**config.mk**
```make
export PLATFORM = sky130hd
export DESIGN_NAME = xspi_fwft_fifo
export DESIGN_NICKNAME = d
export VERILOG_FILES = /design/src/rtl/xspi_fwft_fifo.sv
export SDC_FILE = /design/constraint.sdc
export NUM_CORES = 1
export LEC_CHECK = 0
export ABC_AREA = 1
export BUFFER_PORTS_ARGS = -buffer_cell sky130_fd_sc_hd__buf_2
export CAP_MARGIN = 30
export CORE_MARGIN = 1.5
export CORE_UTILIZATION = 61
export DETAILED_ROUTE_END_ITERATION = 7
export PLACE_DENSITY_LB_ADDON = 0.1
export SYNTH_ARGS = -nofsm -noshare
export SYNTH_HDL_FRONTEND = slang
export SYNTH_SLANG_ARGS = --single-unit
```
**constraint.sdc**
```tcl
create_clock -name clk -period 4.9 [get_ports clk]
set_input_delay 0.245 -clock clk [delete_from_list [all_inputs] [get_ports clk]]
set_output_delay 0.245 -clock clk [all_outputs]
set_load 0.01 [all_outputs]
```
**src/rtl/xspi_fwft_fifo.sv**
```systemverilog
// rtl/xspi_fwft_fifo.sv - show-ahead FIFO: pointer/occupancy/prefetch logic around a registered-read 1W1R array
module xspi_fwft_fifo #(
    parameter int PTR_WIDTH  = 3,
    parameter int DATA_WIDTH = 39,
    parameter int AFULL_LVL  = 7
) (
    input  logic                  clk,
    input  logic                  rst,
    input  logic                  wr_en,
    input  logic [DATA_WIDTH-1:0] wr_data,
    output logic                  full,
    output logic                  afull,
    output logic                  wr_err,
    input  logic                  rd_en,
    output logic [DATA_WIDTH-1:0] rd_data,
    output logic                  rd_valid,
    output logic                  rd_err,
    output logic [PTR_WIDTH:0]    count
);

    localparam int DEPTH = 1 << PTR_WIDTH;
    localparam logic [PTR_WIDTH:0]   MEM_FULL = (PTR_WIDTH+1)'(DEPTH);
    localparam logic [PTR_WIDTH:0]   AFULL_C  = (PTR_WIDTH+1)'(AFULL_LVL);
    localparam logic [PTR_WIDTH-1:0] PTR_ONE  = {{(PTR_WIDTH-1){1'b0}}, 1'b1};

    logic [DATA_WIDTH-1:0] mem_q [DEPTH];
    logic [DATA_WIDTH-1:0] rd_data_q;

    logic [PTR_WIDTH-1:0] wptr_q, wptr_d;
    logic [PTR_WIDTH-1:0] rptr_q, rptr_d;
    logic [PTR_WIDTH:0]   mem_cnt_q, mem_cnt_d;
    logic                 head_valid_q, head_valid_d;
    logic                 wr_err_q, wr_err_d;
    logic                 rd_err_q, rd_err_d;
    logic                 push, pop, fetch;

    // Fetch uses the registered mem_cnt, so a word written this edge is
    // never read at the same edge and the array needs no bypass path.
    always_comb begin
        push         = wr_en & ~full;
        pop          = rd_en & head_valid_q;
        fetch        = (mem_cnt_q != '0) & (~head_valid_q | pop);
        wptr_d       = push  ? wptr_q + PTR_ONE : wptr_q;
        rptr_d       = fetch ? rptr_q + PTR_ONE : rptr_q;
        mem_cnt_d    = mem_cnt_q + {{PTR_WIDTH{1'b0}}, push} - {{PTR_WIDTH{1'b0}}, fetch};
        head_valid_d = fetch ? 1'b1 : (pop ? 1'b0 : head_valid_q);
        wr_err_d     = wr_en & full;
        rd_err_d     = rd_en & ~head_valid_q;
    end

    always_ff @(posedge clk or posedge rst) begin
        if (rst) begin
            wptr_q       <= '0;
            rptr_q       <= '0;
            mem_cnt_q    <= '0;
            head_valid_q <= 1'b0;
            wr_err_q     <= 1'b0;
            rd_err_q     <= 1'b0;
        end else begin
            wptr_q       <= wptr_d;
            rptr_q       <= rptr_d;
            mem_cnt_q    <= mem_cnt_d;
            head_valid_q <= head_valid_d;
            wr_err_q     <= wr_err_d;
            rd_err_q     <= rd_err_d;
        end
    end

    // Storage array with registered read port; contents and read register are not reset.
    always_ff @(posedge clk) begin
        if (push) begin
            mem_q[wptr_q] <= wr_data;
        end
        if (fetch) begin
            rd_data_q <= mem_q[rptr_q];
        end
    end

    assign full     = (mem_cnt_q == MEM_FULL);
    assign count    = mem_cnt_q + {{PTR_WIDTH{1'b0}}, head_valid_q};
    assign afull    = (count >= AFULL_C);
    assign rd_valid = head_valid_q;
    assign rd_data  = rd_data_q;
    assign wr_err   = wr_err_q;
    assign rd_err   = rd_err_q;

endmodule

```
* Yosys cells after proc, flatten, opt, wreduce, memory -nomap -nowiden *
Memories as Yosys holds them, arrays and structs flattened. A register that Yosys moved wholly into a read port is not among the register bits.
Cells that the tools add are included.

operators by class
  add/subtract/negate cells = 5
  $lt $le $gt $ge = 1
  equal/unequal tests = 1
  muxes and demuxes = 4
  bitwise gates (word level) = 8
  reduce and logical (&&, ||, !) cells = 2

operators with widths
  cell                                                                    count
  4-bit by 1-bit adder with 4-bit output                                  2
  3-bit by 1-bit adder with 3-bit output (second input constant)          2
  1-bit AND                                                               5
  4-bit == test (second input constant)                                   1
  4-bit by 3-bit >= comparator with 1-bit output (second input constant)  1
  1-bit two-way mux                                                       4
  4-bit nonzero test                                                      1
  4-bit by 1-bit subtractor with 4-bit output                             1
  1-bit inverter                                                          2
  2-bit nonzero test                                                      1
  1-bit OR                                                                1

storage, ports and cells
  bits in registers = 13
  RAM bits = 312
  input bits = 43
  output and inout port bits = 48
  logic and storage cells = 28
  memories kept = 1

memory list
  name   words  bits a word  read ports  clocked after memory_dff  write ports  RTL line  RTL
  mem_q  8      39           1           1                         1            26        logic [DATA_WIDTH-1:0] mem_q [DEPTH];

* Logic depth before layout (Yosys ltp) *
Gate-level depths: netlist of run 1.

  depth in word-level cells = 5
  gate-level depth with buffers = 11
  mapped depth without buffers = 11

* Worst setup path before layout of run 1 *
Ideal clock, no wire load.

  kind = register to register
  from = register mem_cnt_q[2]
  to = memory mem_q[4][0], enable pin
  library setup time = 0.484 ns
  arrival = 3.707 ns
  data required time = 4.416 ns
  slack = 0.709 ns
  stages on the path, launching flop included = 7
  buffers on the path = 1
  clock period less this slack = 4.191 ns
  cells stage by stage = dfrtp_1 inv_1 ha_1 nand3_1 nand2_1 buf_2 nor3_1

on the way
  cells in the longest elaborated chain, start to end = 5

ends and longest elaborated chain
  item                                     RTL line  RTL
  from (decl)                              31        logic [PTR_WIDTH:0] mem_cnt_q, mem_cnt_d;
  from (signal assigned)                   62        mem_cnt_q <= mem_cnt_d;
  4-bit == test                            79        assign full = (mem_cnt_q == MEM_FULL);
  1-bit inverter                           40        push = wr_en & ~full;
  1-bit AND                                40
  1-bit two-way mux                        71        if (push) begin
  1-bit two-way mux (not written as such)  72        mem_q[wptr_q] <= wr_data;
  to (decl)                                26

No other way between the ends.

* Worst setup path in the final report of run 1 *
  from = register mem_cnt_q[2]
  to = memory mem_q[6][10], enable pin

Same word-level chain as after synthesis.

==> results of run 1 <==
sequential cells by signal, indices dropped and copies added, names as in the netlist:
name,cells
wr_err,1
rd_err,1
mem_q,312
wptr_q,3
rd_data,39
mem_cnt_q,4
rptr_q,3
rd_valid,1
worst reg2reg max path, cell delays in order, from the launching register on:
cell and delay (ps):
dfrtp_1 380, inv_1 90, ha_1 200, nand3_1 140, nand2_1 350, nor3_2 520, buf_4 580
per-layer routing:
metal  GRT usage, %  part of all wire, %  vias up
li1               -                    -     4827
met1           32.7                   42     4578
met2           41.7                   49      327
met3           3.88                  6.9       57
met4           8.17                  2.4        0
met5              0                    0        -
final timing paths:
path / startpoint / endpoint / slack [ps] / cells after the start
setup / recovery: mem_cnt_q[2] / mem_q[6][10] / 2260 / 6
hold / removal: wr_data[14] / mem_q[0][14] / 10 / 1
setup reg to reg: mem_cnt_q[2] / mem_q[6][10] / 2260 / 6
hold reg to reg: rd_valid / rd_err / 480 / 1
max in group asynchronous: rst / rptr_q[0] / 4160 / 3
min in group asynchronous: rst / rptr_q[1] / 330 / 3
layout make-up:
class	count	area [um2]	share of cell area, %
clock inverters	12	80.1	0.456
diodes	1	2.50	0.0143
clock buffers	47	963	5.49
flip-flops and latches	364	10900	61.9
multi-input cells	718	3100	17.7
inverters	334	1260	7.16
repair buffers	129	863	4.92
well taps	330	413	2.35
synth_stat cells (all sizes together):
cell type and n:
nor2 2, o21ai 4, fa 1, clkbuf 14, nand2 523, inv 334
xor2 4, edfxtp 351, buf 47, nand3 160, xnor2 4, dfrtp 13
a21oi 1, nor3 8, ha 11
kinds of logic after synthesis:
kind of cell	share of synthesized area [%]
AOI/OAI and AO/OA	0.162
xor gates and xnor gates	0.453
adders and majority gates	1.02
buffers and inverters	9.99
DFF	70.2
and+or+nand+nor	18.2
power breakdown:
group | total (mW) | switching, mW | internal [mW]
logic | 3.21 | 2.19 | 1.02
clock network | 2.52 | 1.09 | 1.43
registers | 4.41 | 0.255 | 4.15
total | 10.1 | 3.53 | 6.61
cell usage in the layout (no fill, tap or decap), types with 2 or more instances in the layout:
cell type,count
xnor2_1,4
ha_1,11
buf_4,17
dfrtp_1,10
o21ai_0,4
nand2_1,523
edfxtp_1,351
nor3_2,8
clkinv_1,7
clkbuf_16,37
nand3_1,160
dfrtp_4,2
nor2_1,2
clkinv_2,4
buf_12,3
dlygate4sd3_1,17
inv_1,330
buf_16,2
inv_2,2
clkbuf_1,10
buf_2,90
xor2_1,4
per-stage QoR:
stage                     utilization (%)  hold WS [ps]  area (um2)
after floorplan                         -           122       15500
after global placement               64.9           306       16200
after detailed placement             65.3           315       16300
after CTS                            70.1         0.417       17600
after global routing                 70.1          13.0       17600
final                                70.1          13.7       17600
==> results.cfg, run 1 <==
[place]
portBuffers = 90
finalWeightedCongestion = 0.765
dp.cells = 1858
dp_hpwl_um = 16100
place_ws_ps = 2210

[global_route]
antenna_found_initial = 1
grt_max_degree = 80
grt_pass1_vias = 9565
track_usage_pct = 24.6
grt_overflow = 0
grt_first_pass_wirelength_um = 49300

[worst_setup_path]
cpLargestDelayFamily = simple AND/OR/NAND/NOR gates
path_buf_inv = 2
crit_required_ps = 5040
critPathArrivalTime_ps = 2780
crit_path_start_kind = flip-flop
critPathCaptureType = flip-flop
cpPeakStageDelay_ps = 580
path_cells = inv_1 > ha_1 > nand3_1 > nand2_1 > nor3_2 > buf_4
cp_max_fo = 34
criticalPathCategory = reg -> reg
crit_path_top_delay_cell = buf_4

[yosys]
synth.cell_area_um2 = 15500
synth_nets = 1532
ys_seq_elements = 364
ys_top_cells_by_area = edfxtp_1 68%, nand2_1 13%, inv_1 8.1%, nand3_1 5.2%, dfrtp_1 2.1%
yosysWarnings = 0
avgSynthCellArea_um2 = 10.5
netlist.top_cell.by_area = edfxtp_1
synth_top_area_share_pct = 68.1
syn-instance-count = 1477
yosysSeqAreaShare_pct = 70.2
synth_cell_types = 18

[die]
start_util_pct = 61.8
die_area_um2 = 26300
die_h_um = 162
num_rows = 58
die_x_um = 162
top_level_ports = 91
core_area_um2 = 25000

[cells_and_area]
nets = 1639
num-fill-cells = 1810
area_growth_pct = 13.5
instances_no_fill = 1935
layout-drive-gt1-share_pct = 10.5

[timing]
slew_headroom_pct = 31.7
fin_crit_sh_pct = 53.9
setup_viol = 0
rsz0062_at_grt = false
fin_skew_ps = 13.8
tightest_slew_ps = 1020
clock.fmax_ghz = 0.378
final.setup.tns_ps = 0
worst_slack_ps = 2260
period_needed_ps = 2640
finalMaxSlewViolations = 0
final_hold_viol_count = 0

[detailed_routing]
first_pass_iters = 5
vias = 9789
routed_wl_um = 31100
drt_iter0_markers = 719
wire_per_inst_um = 16.1
via_per_inst = 5.06
drc_errors = 0
ant_nets = 0

[power]
power_leakage_nw = 8.08
power_mw = 10.1
max-vdd-ir-drop_v = 0.000500
p_per_area_nw_per_um2 = 577

[clock_network]
postCtsSetupBuffers = 0
cts-resized-gates = 0
htreeDepth = 2
cts_buffers = 37
cts.clk_slew.worst_paths_ps = 60
clk_latency_ps = 520
clockBufferDepth = 3
cts_tree = done
cts-root-buf = clkbuf_16
clock_sinks = 364
ctsHoldBuffers = 17

[flow_run]
max-cap-violations = 0

[status]
outcome = complete, no violations

[worst_hold_path]
min_path_type = in -> reg
(Power assumes the default switching activity.)
==> run 2, diff against run 1 <==
==> constraint.sdc (replaced) <==
create_clock -name clk -period 2.5 [get_ports clk]
set_input_delay 0.125 -clock clk [delete_from_list [all_inputs] [get_ports clk]]
set_output_delay 0.125 -clock clk [all_outputs]
set_load 0.01 [all_outputs]
==> run 2 against run 1 <==
Compared with the run above: design area is 2.9% higher; largest power group unchanged; clock skew is 8.0 ps higher; first-iteration DRC count is 1.5% lower; global-route usage is 0.91 points lower; combinational power is 110% higher; worst setup slack worse by 2000 ps; hold slack better by 260 ps; routed wire length is 4.9% lower.
==> results.cfg, run 2 (synthesis gave the netlist of run 1 again) <==
[cells_and_area]
area_growth_pct = 16.8
seq_area_um2 = 10900
num-fill-cells = 1734
multi_input_area_um2 = 3150
final_common_cell = nand2_1
nets = 1670
fin_util_pct = 72.2
largest_reg_flops = 312
layout-drive-gt1-share_pct = 10.8
instances_no_fill = 1971
final_cell_mix = 523 x nand2_1, 351 x edfxtp_1, 330 x inv_1
largest-register = mem_q

[status]
outcome = complete, no violations

[detailed_routing]
drt_iter0_markers = 708
drc_errors = 0
first_pass_iters = 5
routed_wl_um = 29600
vias = 9631
ant_nets = 0
via_per_inst = 4.89
wire_per_inst_um = 15.0

[clock_network]
htreeDepth = 2
cts.clk_slew.worst_paths_ps = 60
cts_tree = done
clk_latency_ps = 520
cts-resized-gates = 0
clockBufferDepth = 3
cts-root-buf = clkbuf_16
ctsHoldBuffers = 42
postCtsSetupBuffers = 0
cts_buffers = 38
clock_sinks = 364

[place]
dp.cells = 1863
dp_hpwl_um = 15600
portBuffers = 90
place_ws_ps = 282
finalWeightedCongestion = 0.761

[worst_setup_path]
critPathArrivalTime_ps = 2600
worstReg2RegEnd = mem_cnt_q[2]
regToRegSetupSlack_ps = 280
criticalPathCategory = reg -> reg
cp_max_fo = 3
worstSetupEndpoint = mem_cnt_q[2]
crit_path_start_kind = flip-flop
critPathCaptureType = flip-flop
ff2ff_path_depth = 11
reg2reg_from = mem_cnt_q[2]
crit_start = mem_cnt_q[2]
crit_required_ps = 2890

[timing]
final_hold_viol_count = 0
setup_viol = 0
tightest_slew_ps = 979
clock.fmax_ghz = 0.451
final.setup.tns_ps = 0
rsz0062_at_grt = false
period_needed_ps = 2220
worst_slack_ps = 282
fin_crit_sh_pct = 88.7
finalMaxSlewViolations = 0
slew_headroom_pct = 34.6
fin_skew_ps = 21.7

[power]
power_leakage_nw = 8.30
p_per_area_nw_per_um2 = 1120
max-vdd-ir-drop_v = 0.000736
power_mw = 20.2

[die]
die_x_um = 162
top_level_ports = 91
num_rows = 58
die_area_um2 = 26300
die_h_um = 162
core_area_um2 = 25000
start_util_pct = 61.8

[global_route]
grt_first_pass_wirelength_um = 47900
grt_overflow = 0
track_usage_pct = 23.7
grt_pass1_vias = 9412
antenna_found_initial = 1
grt_max_degree = 83

[flow_run]
max-cap-violations = 0

[worst_hold_path]
min_path_type = in -> async
-- run 2: changes by cell type in the layout (fill, tap and decap cells not counted) --
cell / delta
buf_12: +11
buf_16: -2
buf_4: -4
clkbuf_1: +2
clkbuf_16: +2
clkinv_1: +1
clkinv_2: -2
clkinv_4: +2
clkinvlp_4: +1
dlygate4sd3_1: +25
nor3_2: -8
nor3_4: +8
-- run 2: where the power goes --
| group | leakage, nW | internal [mW] | total [mW] | switching [mW] |
|---|---|---|---|---|
| clock network | 0.542 | 2.96 | 5.09 | 2.13 |
| logic | 4.37 | 2.16 | 6.62 | 4.45 |
| registers | 3.38 | 8.13 | 8.48 | 0.349 |
-- run 2: worst max-delay path, cell delays in order (launching register included) --
cell,delay [ps]
dfrtp_1,400
inv_1,120
ha_1,160
nand3_1,70
nand2_1,130
clkinvlp_4,110
ha_1,270
inv_1,50
ha_1,150
inv_1,60
fa_1,410
xnor2_1,150
-- run 2: per-layer routing --
layer	part of all wire (%)	routed length (um)	vias up	GRT usage [%]
met5	0	0	-	0
met2	49	14600	222	40.3
li1	-	-	4897	-
met4	2.1	624	0	8.22
met3	4.3	1280	50	4.16
met1	44	13100	4462	31.0
-- run 2: how the worst min path moves through the flow --
| stage | start | endpoint | slack [ps] | cells past startpoint |
|---|---|---|---|---|
| 2_1_floorplan | rst | mem_cnt_q[0] | 2 | 1 |
| 3_3_place_gp | rst | rptr_q[1] | 250 | 2 |
| 3_5_place_dp | rst | rptr_q[1] | 260 | 2 |
| 4_1_cts | rst | rptr_q[2] | 250 | 3 |
| 5_1_grt | rst | rptr_q[2] | 310 | 3 |
| 6_report | rst | rptr_q[2] | 270 | 3 |
-- run 2: area by class of cell --
cell class              instances  share of cell area (%)
clock inverters                14                   0.533
well taps                     330                    2.29
flip-flops and latches        364                    60.2
repair buffers                159                    6.91
clock buffers                  51                    5.65
diodes                          1                  0.0138
inverters                     334                    6.97
multi-input cells             718                    17.5
-- run 2: metrics by stage --
step | hold WS [ps] | cell area [um2]
2_1_floorplan | 1.96 | 15500
3_3_place_gp | 248 | 16500
3_5_place_dp | 258 | 16500
4_1_cts | 254 | 18100
5_1_grt | 314 | 18100
6_report | 272 | 18100
==> run 3, diff against run 2 <==
--- a/config.mk
+++ b/config.mk
@@ -8,7 +8,6 @@
 export ABC_AREA = 1
 export BUFFER_PORTS_ARGS = -buffer_cell sky130_fd_sc_hd__buf_2
 export CAP_MARGIN = 30
-export CORE_MARGIN = 1.5
 export CORE_UTILIZATION = 61
 export DETAILED_ROUTE_END_ITERATION = 7
 export PLACE_DENSITY_LB_ADDON = 0.1
==> constraint.sdc (replaced) <==
create_clock -name clk -period 2.5 [get_ports clk]
set_input_delay 0.75 -clock clk [delete_from_list [all_inputs] [get_ports clk]]
set_output_delay 0.75 -clock clk [all_outputs]
set_load 0.01 [all_outputs]
==> run 3 against run 2 <==
Compared with the run above: hold slack worse by 11 ps; combinational power up 2%; non-clock buffer count down 31; routed wire length up 3.8%; global-route usage up 1.1 points; maximum frequency down 8.7%; clock power up 5.3%; critical endpoint is now afull; largest cell class unchanged; largest power group unchanged; highest routed layer is now met5.
==> results.cfg, run 3 (synthesis gave the netlist of run 1 again) <==
[worst_setup_path]
critPathArrivalTime_ps = 1680
worstReg2RegEnd = mem_cnt_q[2]
cp_max_fo = 2
reg2reg_from = mem_cnt_q[2]
crit_path_start_kind = flip-flop
crit_start = mem_cnt_q[0]
crit_path_top_delay_cell = dfrtp_1
critPathCaptureType = primary output
cpPeakStageDelay_ps = 400
regToRegSetupSlack_ps = 270
path_cells = ha_2 > ha_4 > xnor2_2 > o21ai_1 > buf_2
crit_required_ps = 1750
ff2ff_path_depth = 10
criticalPathCategory = reg -> out

[detailed_routing]
ant_nets = 0
first_pass_iters = 6
routed_wl_um = 30700
vias = 9855
drt_iter0_markers = 878
via_per_inst = 5.10
wire_per_inst_um = 15.9
drc_errors = 0

[timing]
clock.fmax_ghz = 0.412
final.setup.tns_ps = 0
hold_slack_ps = 261
slew_headroom_pct = 50.7
worst_slack_ps = 70.5
tightest_slew_ps = 739
fin_skew_ps = 19.2
period_needed_ps = 2430
final_hold_viol_count = 0
finalMaxSlewViolations = 0
setup_viol = 0
fin_crit_sh_pct = 97.2

[power]
internal_power_mw = 13.5
clock_power_share_pct = 26.0
pwr-share-seq_pct = 41.1
swShare_pct = 34.6
switchingPower_mw = 7.12
max-vdd-ir-drop_v = 0.000833
p_comb_share_pct = 32.8
p_per_area_nw_per_um2 = 1160
power_leakage_nw = 8.20
power_mw = 20.6

[cells_and_area]
instances_no_fill = 1933
layout-drive-gt1-share_pct = 12.3
nets = 1639
multi_input_area_um2 = 3180
seq_area_um2 = 10900
final_common_cell = nand2_1
final_cell_mix = 523 x nand2_1, 351 x edfxtp_1, 330 x inv_1
diodes = 0
area_growth_pct = 14.6
num-fill-cells = 1757
largest-register = mem_q
largest_reg_flops = 312

[die]
die_area_um2 = 26000
num_rows = 57
die_x_um = 161
top_level_ports = 91
die_h_um = 161
start_util_pct = 62.9
core_area_um2 = 24600

[global_route]
met2_usage_pct = 41.0
antenna_found_initial = 2
track_usage_pct = 24.8
use_met3_pct = 4.24
grt_overflow = 0
grt_first_pass_wirelength_um = 49000
grt_max_degree = 120
grt_pass1_vias = 9657
busiest_layer = met2
use_met1_pct = 33.3

[clock_network]
cts_tree = done
cts-root-buf = clkbuf_16
ctsHoldBuffers = 0
clockBufferDepth = 3
htreeDepth = 2
clk_latency_ps = 530
cts.clk_slew.worst_paths_ps = 60
cts_buffers = 38
clock_sinks = 364

[worst_hold_path]
min_path_type = in -> async

[place]
portBuffers = 90
place_ws_ps = 89.3
dp.cells = 1862
dp_hpwl_um = 17000
finalWeightedCongestion = 0.753

[flow_run]
max-cap-violations = 0

[status]
outcome = complete, no violations
run 3: per-layer routing:
metal	vias up	wire [um]
li1	4833	-
met1	4625	12900
met2	323	15000
met3	70	2100
met4	4	709
met5	-	22
run 3: cell type report:
| cell class | instances | area share [%] |
|---|---|---|
| clock buffer | 50 | 5.97 |
| clock inverter | 15 | 0.705 |
| tap | 324 | 2.29 |
| inverter | 334 | 7.10 |
| timing repair buffer | 128 | 4.71 |
| multi-input combinational | 718 | 17.9 |
| sequential | 364 | 61.3 |
run 3: worst max path at each step:
stage                              end
after floorplan            mem_q[0][0]
after global placement    mem_cnt_q[1]
after detailed placement  mem_cnt_q[2]
after CTS                        afull
after global routing             afull
final                            afull
run 3: power by group through the flow:
stage          combinational [mW]  clock, mW  sequential, mW
5_1_grt                      7.59       5.69            8.56
3_3_place_gp                 6.51          0            8.55
6_report                     6.77       5.36            8.47
4_1_cts                      6.72       5.45            8.47
3_5_place_dp                 6.66          0            8.59
2_1_floorplan                4.28          0            8.73
run 3: critical path, delay by kind of cell (launching register included):
family          cells  cell delay (ps)
compound gates      1              130
buf+inv             1              140
fa+ha+maj           2              380
flops               1              400
xor+xnor            1              130
run 3: repair_timing:
| action | CTS | global route |
|---|---|---|
| setup endpoints to repair | 1 | 2 |
| setup buffers | 2 | 4 |
| pin swaps | 2 | 2 |
| resized for setup | 1 | 5 |
| endpoints found under the hold margin | 0 | 0 |
run 3: metrics by stage:
stage,utilization [%],cell area (um2)
final,72.1,17700
after detailed placement,67.0,16500
after global routing,72.1,17700
after global placement,67.0,16500
after CTS,71.9,17700
after floorplan,-,15500
